==> src/rtl/memory_arbiter_if.sv <==
// Bundle of the fetch, data and unified-memory handshakes around memory_arbiter.
// The slave side is the arbiter; the master side is the pipeline plus memory.
interface memory_arbiter_if #(
    parameter int ADDR_WIDTH = 32,
    parameter int DATA_WIDTH = 32
);
    logic                  ifReq;
    logic [ADDR_WIDTH-1:0] ifAddr;
    logic                  ifReady;
    logic [DATA_WIDTH-1:0] ifData;
    logic                  ifStall;

    logic                  dmReq;
    logic                  dmWrite;
    logic [ADDR_WIDTH-1:0] dmAddr;
    logic [DATA_WIDTH-1:0] dmWriteData;
    logic                  dmReady;
    logic [DATA_WIDTH-1:0] dmReadData;
    logic                  dmStall;

    logic                  memReq;
    logic                  memWrite;
    logic [ADDR_WIDTH-1:0] memAddr;
    logic [DATA_WIDTH-1:0] memWriteData;
    logic                  memAck;
    logic [DATA_WIDTH-1:0] memReadData;

    modport slave (
        input  ifReq, ifAddr, dmReq, dmWrite, dmAddr, dmWriteData, memAck, memReadData,
        output ifReady, ifData, ifStall, dmReady, dmReadData, dmStall,
               memReq, memWrite, memAddr, memWriteData
    );

    modport master (
        output ifReq, ifAddr, dmReq, dmWrite, dmAddr, dmWriteData, memAck, memReadData,
        input  ifReady, ifData, ifStall, dmReady, dmReadData, dmStall,
               memReq, memWrite, memAddr, memWriteData
    );
endinterface

==> src/rtl/memory_arbiter.sv <==
// Single-port memory arbiter between fetch and data ports: data has priority,
// fetch wins after STARVE_LIMIT consecutive data grants taken while it waited.
module memory_arbiter #(
    parameter int ADDR_WIDTH   = 32,
    parameter int DATA_WIDTH   = 32,
    parameter int STARVE_LIMIT = 4
) (
    input  logic clk,
    input  logic resetN,
    memory_arbiter_if.slave bus
);
    localparam int CW = $clog2(STARVE_LIMIT + 1);
    localparam logic [CW-1:0] LIMIT = CW'(STARVE_LIMIT);

    localparam logic [1:0] IDLE    = 2'd0;
    localparam logic [1:0] BUSY_IF = 2'd1;
    localparam logic [1:0] BUSY_DM = 2'd2;
    localparam logic [1:0] RESP    = 2'd3;

    logic [1:0]            state;
    logic [CW-1:0]         starve_count;
    logic                  mem_req;
    logic                  mem_write;
    logic [ADDR_WIDTH-1:0] mem_addr;
    logic [DATA_WIDTH-1:0] mem_wdata;
    logic                  if_ready;
    logic                  dm_ready;
    logic [DATA_WIDTH-1:0] if_data;
    logic [DATA_WIDTH-1:0] dm_rdata;

    logic starved;
    logic grant_dm;
    logic grant_if;

    assign starved  = (starve_count == LIMIT);
    assign grant_dm = bus.dmReq & ~(bus.ifReq & starved);
    assign grant_if = bus.ifReq & ~grant_dm;

    always_ff @(posedge clk or negedge resetN) begin
        if (!resetN) begin
            state        <= IDLE;
            starve_count <= '0;
            mem_req      <= 1'b0;
            mem_write    <= 1'b0;
            mem_addr     <= '0;
            mem_wdata    <= '0;
            if_ready     <= 1'b0;
            dm_ready     <= 1'b0;
            if_data      <= '0;
            dm_rdata     <= '0;
        end else begin
            if_ready <= 1'b0;
            dm_ready <= 1'b0;
            case (state)
                IDLE: begin
                    if (grant_dm) begin
                        state     <= BUSY_DM;
                        mem_req   <= 1'b1;
                        mem_write <= bus.dmWrite;
                        mem_addr  <= bus.dmAddr;
                        mem_wdata <= bus.dmWriteData;
                        // count only data grants that made a waiting fetch wait longer
                        if (!bus.ifReq)
                            starve_count <= '0;
                        else if (!starved)
                            starve_count <= starve_count + 1'b1;
                    end else if (grant_if) begin
                        state        <= BUSY_IF;
                        mem_req      <= 1'b1;
                        mem_write    <= 1'b0;
                        mem_addr     <= bus.ifAddr;
                        mem_wdata    <= '0;
                        starve_count <= '0;
                    end
                end
                BUSY_IF: begin
                    if (bus.memAck) begin
                        state     <= RESP;
                        mem_req   <= 1'b0;
                        mem_write <= 1'b0;
                        if_data   <= bus.memReadData;
                        if_ready  <= 1'b1;
                    end
                end
                BUSY_DM: begin
                    if (bus.memAck) begin
                        state     <= RESP;
                        mem_req   <= 1'b0;
                        mem_write <= 1'b0;
                        if (!mem_write)
                            dm_rdata <= bus.memReadData;
                        dm_ready  <= 1'b1;
                    end
                end
                // RESP is a bubble so a request still held high is not re-granted
                default: state <= IDLE;
            endcase
        end
    end

    assign bus.memReq       = mem_req;
    assign bus.memWrite     = mem_write;
    assign bus.memAddr      = mem_addr;
    assign bus.memWriteData = mem_wdata;
    assign bus.ifReady      = if_ready;
    assign bus.ifData       = if_data;
    assign bus.dmReady      = dm_ready;
    assign bus.dmReadData   = dm_rdata;
    assign bus.ifStall      = bus.ifReq & ~if_ready;
    assign bus.dmStall      = bus.dmReq & ~dm_ready;
endmodule

==> src/flat_wrapper.sv <==
// flat-port wrapper written by rule: the top's interface ports become plain ports
module memory_arbiter_flat 
#(
    parameter int ADDR_WIDTH   = 32,
    parameter int DATA_WIDTH   = 32,
    parameter int STARVE_LIMIT = 4
)
  (clk, resetN, bus_ifReq, bus_ifAddr, bus_dmReq, bus_dmWrite, bus_dmAddr, bus_dmWriteData, bus_memAck, bus_memReadData, bus_ifReady, bus_ifData, bus_ifStall, bus_dmReady, bus_dmReadData, bus_dmStall, bus_memReq, bus_memWrite, bus_memAddr, bus_memWriteData);
  memory_arbiter_if #(.ADDR_WIDTH(ADDR_WIDTH), .DATA_WIDTH(DATA_WIDTH)) bus_i ();
  input  logic clk;
  input  logic resetN;
  input wire logic [$bits(bus_i.ifReq)-1:0] bus_ifReq;
  input wire logic [$bits(bus_i.ifAddr)-1:0] bus_ifAddr;
  input wire logic [$bits(bus_i.dmReq)-1:0] bus_dmReq;
  input wire logic [$bits(bus_i.dmWrite)-1:0] bus_dmWrite;
  input wire logic [$bits(bus_i.dmAddr)-1:0] bus_dmAddr;
  input wire logic [$bits(bus_i.dmWriteData)-1:0] bus_dmWriteData;
  input wire logic [$bits(bus_i.memAck)-1:0] bus_memAck;
  input wire logic [$bits(bus_i.memReadData)-1:0] bus_memReadData;
  output wire logic [$bits(bus_i.ifReady)-1:0] bus_ifReady;
  output wire logic [$bits(bus_i.ifData)-1:0] bus_ifData;
  output wire logic [$bits(bus_i.ifStall)-1:0] bus_ifStall;
  output wire logic [$bits(bus_i.dmReady)-1:0] bus_dmReady;
  output wire logic [$bits(bus_i.dmReadData)-1:0] bus_dmReadData;
  output wire logic [$bits(bus_i.dmStall)-1:0] bus_dmStall;
  output wire logic [$bits(bus_i.memReq)-1:0] bus_memReq;
  output wire logic [$bits(bus_i.memWrite)-1:0] bus_memWrite;
  output wire logic [$bits(bus_i.memAddr)-1:0] bus_memAddr;
  output wire logic [$bits(bus_i.memWriteData)-1:0] bus_memWriteData;
  assign bus_i.ifReq = bus_ifReq;
  assign bus_i.ifAddr = bus_ifAddr;
  assign bus_i.dmReq = bus_dmReq;
  assign bus_i.dmWrite = bus_dmWrite;
  assign bus_i.dmAddr = bus_dmAddr;
  assign bus_i.dmWriteData = bus_dmWriteData;
  assign bus_i.memAck = bus_memAck;
  assign bus_i.memReadData = bus_memReadData;
  assign bus_ifReady = bus_i.ifReady;
  assign bus_ifData = bus_i.ifData;
  assign bus_ifStall = bus_i.ifStall;
  assign bus_dmReady = bus_i.dmReady;
  assign bus_dmReadData = bus_i.dmReadData;
  assign bus_dmStall = bus_i.dmStall;
  assign bus_memReq = bus_i.memReq;
  assign bus_memWrite = bus_i.memWrite;
  assign bus_memAddr = bus_i.memAddr;
  assign bus_memWriteData = bus_i.memWriteData;
  memory_arbiter #(.ADDR_WIDTH(ADDR_WIDTH), .DATA_WIDTH(DATA_WIDTH), .STARVE_LIMIT(STARVE_LIMIT)) u_core (.clk(clk), .resetN(resetN), .bus(bus_i));
endmodule
==> config.mk <==
export PLATFORM = sky130hd
export DESIGN_NAME = memory_arbiter_flat
export DESIGN_NICKNAME = d
export VERILOG_FILES = /design/src/rtl/memory_arbiter_if.sv /design/src/rtl/memory_arbiter.sv /design/src/flat_wrapper.sv
export SDC_FILE = /design/constraint.sdc
export NUM_CORES = 1
export LEC_CHECK = 0
export BUFFER_PORTS_ARGS = -buffer_cell sky130_fd_sc_hd__buf_2
export CAP_MARGIN = 40
export CORE_UTILIZATION = 52
export CTS_BUF_LIST = sky130_fd_sc_hd__clkbuf_4
export CTS_CLUSTER_DIAMETER = 120
export DETAILED_ROUTE_END_ITERATION = 8
export HOLD_SLACK_MARGIN = 0.02
export MAX_ROUTING_LAYER = met4
export PLACE_DENSITY_LB_ADDON = 0.3
export SYNTH_ARGS = -nofsm -noshare
export SYNTH_HDL_FRONTEND = slang
export SYNTH_SLANG_ARGS = --single-unit
==> constraint.sdc <==
create_clock -name clk -period 5.07 [get_ports clk]
set_clock_uncertainty 0.15 [all_clocks]
set_input_delay 0 -clock clk [delete_from_list [all_inputs] [get_ports clk]]
set_output_delay 0 -clock clk [all_outputs]
set_load 0.03 [all_outputs]
==> summary.txt <==
critical path's largest stage delay: 0.60 ns
crit path max fanout: 52
Required @ worst endpoint: 5.31 ns
Seq/Total Area, Yosys: 58.00%
placer congestion estimate: 0.8036
Synth Instances: 508
clk sinks: 137
outcome: finished clean
GRT Util Overall: 33.44%
largest net degree at the start of global routing: 82
Bufs and invs on worst path: 4
Core ar.: 0.01094 mm²
Tightest Pin Transition: 0.7996 ns
vias in the first global route: 5941
fmax: 0.3467 GHz
residual DRC count: 0
post-CTS setup buffers: 0
Ant. Diodes: 0
Yosys top cell area share: 58.00%
synth warn: 0
HPWL Detailed: 10.63 mm
DIE AREA: 0.01180 mm²
most common cell after layout, fill and taps aside: buf_2
initial antenna violation count: 0
DRT iter0 DRCs: 436
critical-path cell list: inv_1, ha_1, buf_4, o21ai_4, buf_4, nand2_1, o211ai_2, dlygate4sd3_1
met2 global-route usage: 59.49%
Final Cycle Share: 56.89%
nets@finish: 1039
clock buffer count from CTS: 17
RSZ-0062 raised after global routing: no
Max Slew Vio Count: 0
CP endpoint kind: flop
I/O Buffers: 267
Post-Place Setup Slack: 2.733 ns
DIE WIDTH: 108.6 µm
FP Rows: 38
Slew headroom: 46.70%
wire length per cell: 17.81 µm
met1 Usage GRT: 35.26%
Yosys reg bits: 137
worst skew pair latency: 0.51 ns
most frequent cells in the layout: buf_2 (266), dfrtp_1 (137), dlygate4sd3_1 (135)
max-cap viol count: 0
final hold viol count: 0
clk slew on worst S/H paths: 0.13 ns
Setup violations, final: 0
final WL: 18.74 mm
critical path class: flop to flop
slowest stage cell, crit path: dlygate4sd3_1
critical path launch point type: flop
Routed Antenna Nets: 0
worst setup margin: 2.186 ns
final core occ: 81.83%
PwrDens: 647.2 mW/mm²
Initial Util: 54.05%
H-tree lvl count: 4
most used cell, CP: buf_4
busiest grt layer: met2
Static Leakage: 0.004453 µW
average vias per placed instance: 5.385
Syn Nets: 648
syn_area_per_cell: 11.64 µm²
Critical Path AT: 3.12 ns
top cells by area, synth: dfrtp_1 (58%), mux2_2 (12%), nand2_1 (8.3%)
clk root buf: clkbuf_4
DRT Pass-1 Iters: 7
Worst VDD drop: 471.7 µV
Final min period: 2.884 ns
largest area contributor in the netlist: dfrtp_1
I/O pins: 268
CTS tree: built
Cell variety after synth: 36
CTS Buffer Depth: 2
CP delay by family, top: buffers and inverters
Die H: 108.6 µm
global-route wire length before repair: 29.02 mm
met3 Use GR: 8.010%
GRT overflow: 0
vias post-DR: 5665
synthesis-to-layout area growth: 51.40%
share of cells above drive strength 1: 44.63%
Hold Crit Class: input pin to flop
synthesized cell area: 0.005911 mm²
setup TNS: 0 ns
[timing repair]
item,CTS,global route
hold buffers,136,0
endpoints found under the hold margin,218,0
resized for setup,0,0
[registers in the layout, indices dropped and copies added (netlist names)]
signal and flops:
u_core.starve_count 3, u_core.bus.memWrite 1, u_core.bus.dmReady 1, u_core.bus.memReq 1
u_core.bus.memAddr 32, u_core.bus.memWriteData 32, u_core.bus.ifReady 1, u_core.bus.ifData 32
u_core.state 2, u_core.bus.dmReadData 32
[Yosys cell counts (all sizes together)]
| library cell | n |
|---|---|
| dfrtp | 137 |
| nand2 | 130 |
| mux2 | 64 |
| o21ai | 37 |
| nand4 | 32 |
| o211ai | 32 |
| buf | 23 |
| clkbuf | 16 |
| ha | 6 |
| inv | 6 |
| nand2b | 3 |
| nor2b | 3 |
| and2 | 2 |
| a21boi | 1 |
| a21o | 1 |
| a22o | 1 |
| a31o | 1 |
| a31oi | 1 |
| a32o | 1 |
| and3 | 1 |
| nand3 | 1 |
| nor2 | 1 |
| nor3 | 1 |
| nor3b | 1 |
| o211a | 1 |
| o21a | 1 |
| o31ai | 1 |
| o41ai | 1 |
| or3 | 1 |
| or3b | 1 |
[metrics by stage]
step	instances	instance area (µm²)	hold WS (ns)	total power [µW]
after floorplan	508	5911	-0.4456	3917
after global placement	881	7279	-0.06073	4650
after detailed placement	884	7335	-0.05293	4793
after CTS	1052	8949	0.04673	5714
after global routing	1052	8949	0.05099	6091
final	1052	8949	0.08336	5791
[cell type report]
class                           instances  area [µm²]
Clock buffer                           18       135.1
Clock inverter                         14       100.1
Fill cell                             604        1987
Inverter                                6       22.52
Multi-Input combinational cell        326        2273
Sequential cell                       137        3428
Tap cell                              140       175.2
Timing Repair Buffer                  411        2814
[logic make-up after synthesis]
group / after synthesis / share of synthesized area, %
adder cells (fa/ha/maj): 6 / 1.270
multiplexers: 64 / 12.19
AND/OR/NAND/NOR: 177 / 13.51
buffers and inverters: 45 / 3.768
AO/OA/AOI/OAI: 79 / 11.26
flip-flops: 137 / 58.00
[where the power goes]
| part | internal, µW | switching, µW | total (µW) |
|---|---|---|---|
| registers | 1600 | 283 | 1890 |
| logic | 1230 | 2060 | 3290 |
| clock network | 200 | 416 | 616 |
| total | 3030 | 2760 | 5790 |
[worst register-to-register path, delay by kind of cell (launching register included)]
family                     cells  cell delay, ns
buffers and inverters          4            1.47
AOI/OAI and AO/OA              2            0.36
adders and majority gates      1            0.19
and+or+nand+nor                1            0.19
DFF                            1            0.41
[per-layer routing]
layer	vias to the layer above	routed length (µm)
li1	2548	-
met1	2773	6735
met2	291	10100
met3	53	1354
met4	0	550
met5	-	0
[final timing paths]
path | slack [ns] | endpoint | startpoint | depth (start not counted)
hold / removal | 0.08 | u_core.bus.dmReadData[27] | bus_memReadData[27] | 3
min in group asynchronous | 0.46 | u_core.bus.memAddr[1] | resetN | 4
hold reg to reg | 0.34 | u_core.bus.memWriteData[17] | u_core.bus.memWriteData[17] | 2
max in group asynchronous | 3.68 | u_core.bus.ifData[9] | resetN | 4
setup reg to reg | 2.19 | u_core.bus.memAddr[19] | u_core.state[0] | 8
setup / recovery | 2.19 | u_core.bus.memAddr[19] | u_core.state[0] | 8
(Power assumes the default switching activity.)
